## config.mk

```make
export PLATFORM = sky130hd
export DESIGN_NAME = ai_move_engine
export DESIGN_NICKNAME = d
export VERILOG_FILES = /design/src/rtl/ai_move_engine.sv
export SDC_FILE = /design/constraint.sdc
export NUM_CORES = 1
export LEC_CHECK = 0
export BUFFER_PORTS_ARGS = -buffer_cell sky130_fd_sc_hd__buf_2
export CORE_MARGIN = 5
export CORE_UTILIZATION = 30
export DETAILED_ROUTE_END_ITERATION = 10
export MAX_ROUTING_LAYER = met4
export PLACE_DENSITY = 0.52
export SYNTH_ARGS = -nofsm -noshare
export SYNTH_HDL_FRONTEND = slang
export SYNTH_SLANG_ARGS = --single-unit
```

## constraint.sdc

```tcl
create_clock -name clk -period 4.11 [get_ports clk]
set_input_delay 0.822 -clock clk [delete_from_list [all_inputs] [get_ports clk]]
set_output_delay 0.822 -clock clk [all_outputs]
set_load 0.03 [all_outputs]
```

## src/rtl/ai_move_engine.sv

```systemverilog
// Tic-tac-toe computer-opponent move search: win, then block, then preferred free cell.
// Latency: 1..8 edges (win), 9..16 (block), 17 (pick / no_move) after the start edge.
// Backpressure: result held in DONE until ack (ignored on the edge DONE is entered); abort cancels.
//
// Ports:
//   clk, reset (async, active-low)
//   start   - move request, sampled in IDLE only (not queued while busy)
//   abort   - cancel search or presented move, highest priority
//   ack     - consumer took the move, sampled in DONE only
//   pos1..9 - live board cells (00 empty, 01 player, 10 computer, 11 invalid)
//   move    - one-hot chosen cell (bit 0 = pos1), zero unless move_valid
//   move_valid, no_move (one-cycle pulse, board full), busy (state != IDLE)
module ai_move_engine (
    input  logic       clk,
    input  logic       reset,
    input  logic       start,
    input  logic       abort,
    input  logic       ack,
    input  logic [1:0] pos1,
    input  logic [1:0] pos2,
    input  logic [1:0] pos3,
    input  logic [1:0] pos4,
    input  logic [1:0] pos5,
    input  logic [1:0] pos6,
    input  logic [1:0] pos7,
    input  logic [1:0] pos8,
    input  logic [1:0] pos9,
    output logic [8:0] move,
    output logic       move_valid,
    output logic       no_move,
    output logic       busy
);

    typedef enum logic [2:0] {
        IDLE       = 3'd0,
        SCAN_WIN   = 3'd1,
        SCAN_BLOCK = 3'd2,
        PICK       = 3'd3,
        DONE       = 3'd4
    } state_t;

    localparam logic [1:0] CELL_EMPTY  = 2'b00;
    localparam logic [1:0] CELL_PLAYER = 2'b01;
    localparam logic [1:0] CELL_COMP   = 2'b10;

    state_t          state, next_state;
    logic [2:0]      cnt, next_cnt;
    logic [8:0][1:0] snap;
    logic            snap_load;
    logic [8:0]      next_move;
    logic            next_no_move;

    // Line decode: cell indices (0-based) of the line selected by cnt.
    logic [3:0] idx_a, idx_b, idx_c;
    always_comb begin
        idx_a = 4'd0;
        idx_b = 4'd1;
        idx_c = 4'd2;
        case (cnt)
            3'd0: begin idx_a = 4'd0; idx_b = 4'd1; idx_c = 4'd2; end
            3'd1: begin idx_a = 4'd3; idx_b = 4'd4; idx_c = 4'd5; end
            3'd2: begin idx_a = 4'd6; idx_b = 4'd7; idx_c = 4'd8; end
            3'd3: begin idx_a = 4'd0; idx_b = 4'd3; idx_c = 4'd6; end
            3'd4: begin idx_a = 4'd1; idx_b = 4'd4; idx_c = 4'd7; end
            3'd5: begin idx_a = 4'd2; idx_b = 4'd5; idx_c = 4'd8; end
            3'd6: begin idx_a = 4'd0; idx_b = 4'd4; idx_c = 4'd8; end
            default: begin idx_a = 4'd2; idx_b = 4'd4; idx_c = 4'd6; end
        endcase
    end

    // Hit: two cells equal the target owner and the third is empty.
    // Invalid (11) cells match neither target nor empty, so never hit.
    logic [1:0] tgt, cell_a, cell_b, cell_c;
    logic       hit_a, hit_b, hit_c, line_hit;
    logic [8:0] hit_cell;
    always_comb begin
        tgt      = (state == SCAN_BLOCK) ? CELL_PLAYER : CELL_COMP;
        cell_a   = snap[idx_a];
        cell_b   = snap[idx_b];
        cell_c   = snap[idx_c];
        hit_a    = (cell_a == CELL_EMPTY) && (cell_b == tgt) && (cell_c == tgt);
        hit_b    = (cell_b == CELL_EMPTY) && (cell_a == tgt) && (cell_c == tgt);
        hit_c    = (cell_c == CELL_EMPTY) && (cell_a == tgt) && (cell_b == tgt);
        line_hit = hit_a || hit_b || hit_c;
        if (hit_a)
            hit_cell = 9'd1 << idx_a;
        else if (hit_b)
            hit_cell = 9'd1 << idx_b;
        else
            hit_cell = 9'd1 << idx_c;
    end

    // Fallback preference: centre, corners, then edges.
    localparam logic [3:0] PREF [9] = '{4'd4, 4'd0, 4'd2, 4'd6, 4'd8,
                                        4'd1, 4'd3, 4'd5, 4'd7};
    logic [8:0] pick_cell;
    logic       pick_found;
    always_comb begin
        pick_cell  = 9'd0;
        pick_found = 1'b0;
        for (int i = 0; i < 9; i++) begin
            if (!pick_found && snap[PREF[i]] == CELL_EMPTY) begin
                pick_found = 1'b1;
                pick_cell  = 9'd1 << PREF[i];
            end
        end
    end

    always_comb begin
        next_state   = state;
        next_cnt     = cnt;
        next_move    = move;
        next_no_move = 1'b0;
        snap_load    = 1'b0;
        case (state)
            IDLE: begin
                next_move = 9'd0;
                if (start) begin
                    snap_load  = 1'b1;
                    next_cnt   = 3'd0;
                    next_state = SCAN_WIN;
                end
            end
            SCAN_WIN, SCAN_BLOCK: begin
                if (abort) begin
                    next_state = IDLE;
                    next_move  = 9'd0;
                end else if (line_hit) begin
                    next_move  = hit_cell;
                    next_state = DONE;
                end else if (cnt == 3'd7) begin
                    next_cnt   = 3'd0;
                    next_state = (state == SCAN_WIN) ? SCAN_BLOCK : PICK;
                end else begin
                    next_cnt = cnt + 3'd1;
                end
            end
            PICK: begin
                if (abort) begin
                    next_state = IDLE;
                    next_move  = 9'd0;
                end else if (pick_found) begin
                    next_move  = pick_cell;
                    next_state = DONE;
                end else begin
                    next_no_move = 1'b1;
                    next_move    = 9'd0;
                    next_state   = IDLE;
                end
            end
            DONE: begin
                if (abort || ack) begin
                    next_move  = 9'd0;
                    next_state = IDLE;
                end
            end
            default: begin
                next_state = IDLE;
                next_move  = 9'd0;
            end
        endcase
    end

    always_ff @(posedge clk or negedge reset) begin
        if (!reset) begin
            state   <= IDLE;
            cnt     <= 3'd0;
            snap    <= '0;
            move    <= 9'd0;
            no_move <= 1'b0;
        end else begin
            state   <= next_state;
            cnt     <= next_cnt;
            move    <= next_move;
            no_move <= next_no_move;
            if (snap_load)
                snap <= {pos9, pos8, pos7, pos6, pos5, pos4, pos3, pos2, pos1};
        end
    end

    assign move_valid = (state == DONE);
    assign busy       = (state != IDLE);

endmodule

```

==> impl_metrics.json <==
{
  "run_status": "completed",
  "grt_pass1_vias": 2242,
  "synth-edff-count": 0,
  "setup_viol": 0,
  "worstSetupPathType": "reg -> reg",
  "rows": 33,
  "drt-initial-drc-count": 164,
  "wl_per_cell_um": 17.5,
  "synth_cells": 270,
  "hpwl_mm": 5.63,
  "dr_total_vias": 2274,
  "clkLatencyLatePin_ns": 0.29,
  "die_h_um": 100,
  "place_congestion": 0.908,
  "layout_common_cells": "34 x dfrtp_1, 34 x buf_2, 26 x nor2_1, 26 x nand2_1, 20 x mux2_2",
  "grt_pass1_wl_mm": 11.6,
  "yosysWarnings": 0,
  "initial_core_util": 0.302,
  "io_buffers": 34,
  "die_x_um": 100,
  "clk_path_buf_depth": 2,
  "ys.flop_type": "dfrtp_1",
  "min_path_type": "reg -> reg",
  "dp.cells": 402,
  "yosys_register_bits": 34,
  "totalWireLength_mm": 7.26,
  "p_per_area_nw_per_um2": 947,
  "synth.top_cell.area_share": 0.348,
  "track_usage": 0.151,
  "slew_headroom": 0.365,
  "vias_per_cell": 5.49,
  "n_antenna_cell": 0,
  "fin_util": 0.357,
  "final.min_clock_period_ns": 3.86,
  "core-area_sq_um": 8090,
  "antenna_found_initial": 0,
  "synth_cell_types": 66,
  "grt-ovfl-total": 0,
  "fin_nets": 338,
  "power_mw": 2.73,
  "cts_buffers": 5,
  "htreeDepth": 2,
  "required_ns": 4.29,
  "synth_nets": 300,
  "placed_area_sq_um": 2730,
  "slew_viol_final": 0,
  "cts.sinks": 34,
  "total_leakage_power_nw": 1.24,
  "peakVddDrop_uv": 305,
  "max_freq_mhz": 259,
  "yosysTopAreaCell": "dfrtp_1",
  "pin_count": 35,
  "synthesis.area_sq_um": 2450,
  "final_area_sq_um": 2890,
  "drive_gt1_frac": 0.291,
  "root_buffer": "clkbuf_8",
  "finalCritPeriodShare": 0.940,
  "fp.dieArea_sq_um": 10100,
  "worstSetupEndpointType": "flop",
  "tns_ns": 0,
  "cap_violations": 0,
  "start_kind": "flop",
  "synthArstFlopShare": 1.00,
  "hold_viol": 0,
  "avgSynthCellArea_sq_um": 9.06,
  "cp_data_arrival_time_ns": 4.05,
  "grt_start_max_net_pins": 35,
  "ys_seq_area_frac": 0.348,
  "clk_pin_slew_ns": 0.08,
  "skew_ns": 0.00841,
  "drc_errors": 0,
  "area_growth_pct": 17.9,
  "crit_fanout": 10,
  "synth.area.top_cells": "dfrtp_1 35%, mux2_2 9.2%, nand2_1 4.0%",
  "tritoncts": "done",
  "worst-slew-pin-transition_ns": 0.952,
  "drtPass1Iterations": 4,
  "fin_cells": 414,
  "antenna_left": 0
}
logic make-up after synthesis:
family | Yosys count | synth area share
buffers and inverters | 22 | 0.0373
DFF | 34 | 0.348
xor gates and xnor gates | 2 | 0.00716
AOI/OAI and AO/OA | 77 | 0.239
and+or+nand+nor | 101 | 0.212
adders and majority gates | 7 | 0.0358
muxes | 27 | 0.121
stage by stage:
step | setup WS [ns] | hold slack, ns
3_5_place_dp | 0.140 | 0.496
6_report | 0.247 | 0.506
3_3_place_gp | 0.226 | 0.493
5_1_grt | -0.00190 | 0.543
4_1_cts | 0.0951 | 0.514
2_1_floorplan | 0.655 | 0.491
area by class of cell:
cell class                 instances  area [sq um]
clock buffer                       6          82.6
clock inverter                     2          12.5
inverter                          10          37.5
sequential                        34           851
timing repair buffer              43           238
fill                             877          5210
multi-input combinational        214          1530
tap                              105           131
worst max-delay path, cell delays in order, from the launching register on:
cell and delay (ns):
dfrtp_1 0.45, ha_1 0.30, ha_2 0.26, nor3_2 0.26
a2111oi_2 0.07, o32ai_2 0.36, or3b_1 0.42, a222oi_1 0.35
buf_4 0.18, nand2_1 0.11, o211ai_1 0.22, o21a_1 0.39
o41ai_1 0.20, o22a_1 0.19
metal layers:
metal  track usage  vias to the layer above  wire length [um]
li1              -                     1084                 -
met1         0.202                     1103              3410
met2         0.223                       75              3240
met3        0.0389                       12               455
met4        0.0477                        0               155
met5             -                        -                 0
report_power, final:
group	leakage [nW]	internal, mW	switching, mW
combinational	0.765	0.777	0.999
clock	0.0472	0.135	0.130
sequential	0.426	0.476	0.215
total	1.24	1.39	1.34
synthesized netlist by cell type, types with 3 or more instances:
cell type and instances:
a211oi_1 3, a21o_1 5, a21oi_1 12, a31oi_1 4
and3_1 3, buf_2 4, clkbuf_1 6, dfrtp_1 34
ha_1 7, inv_1 9, mux2_2 20, mux2i_1 7
nand2_1 26, nand3b_1 4, nor2_1 26, nor2b_1 8
nor3_1 8, o211ai_1 4, o21a_1 3, o21ai_0 8
o22a_1 6, o22ai_1 4, o31ai_1 4, or2_2 3
or3_1 4
registers in the layout (all words and copies together) (netlist names):
| register | cells |
|---|---|
| snap | 18 |
| state | 3 |
| cnt | 3 |
| no_move | 1 |
| move | 9 |
worst paths after layout:
check	startpoint	end	slack, ns	cells past startpoint
worst max-delay path	cnt[0]	move[7]	0.25	13
worst min-delay path	move[6]	move[6]	0.51	1
worst max register to register	cnt[0]	move[7]	0.25	13
worst min register to register	move[6]	move[6]	0.51	1
max in group asynchronous	reset	cnt[0]	3.02	1
min in group asynchronous	reset	move[1]	0.60	1
timing repair:
item / in CTS / in global routing
hold buffers: 0 / 0
setup endpoints to repair: 0 / 11
gates resized for setup: 0 / 7
buffers inserted: 0 / 4
(Power assumes the default switching activity.)
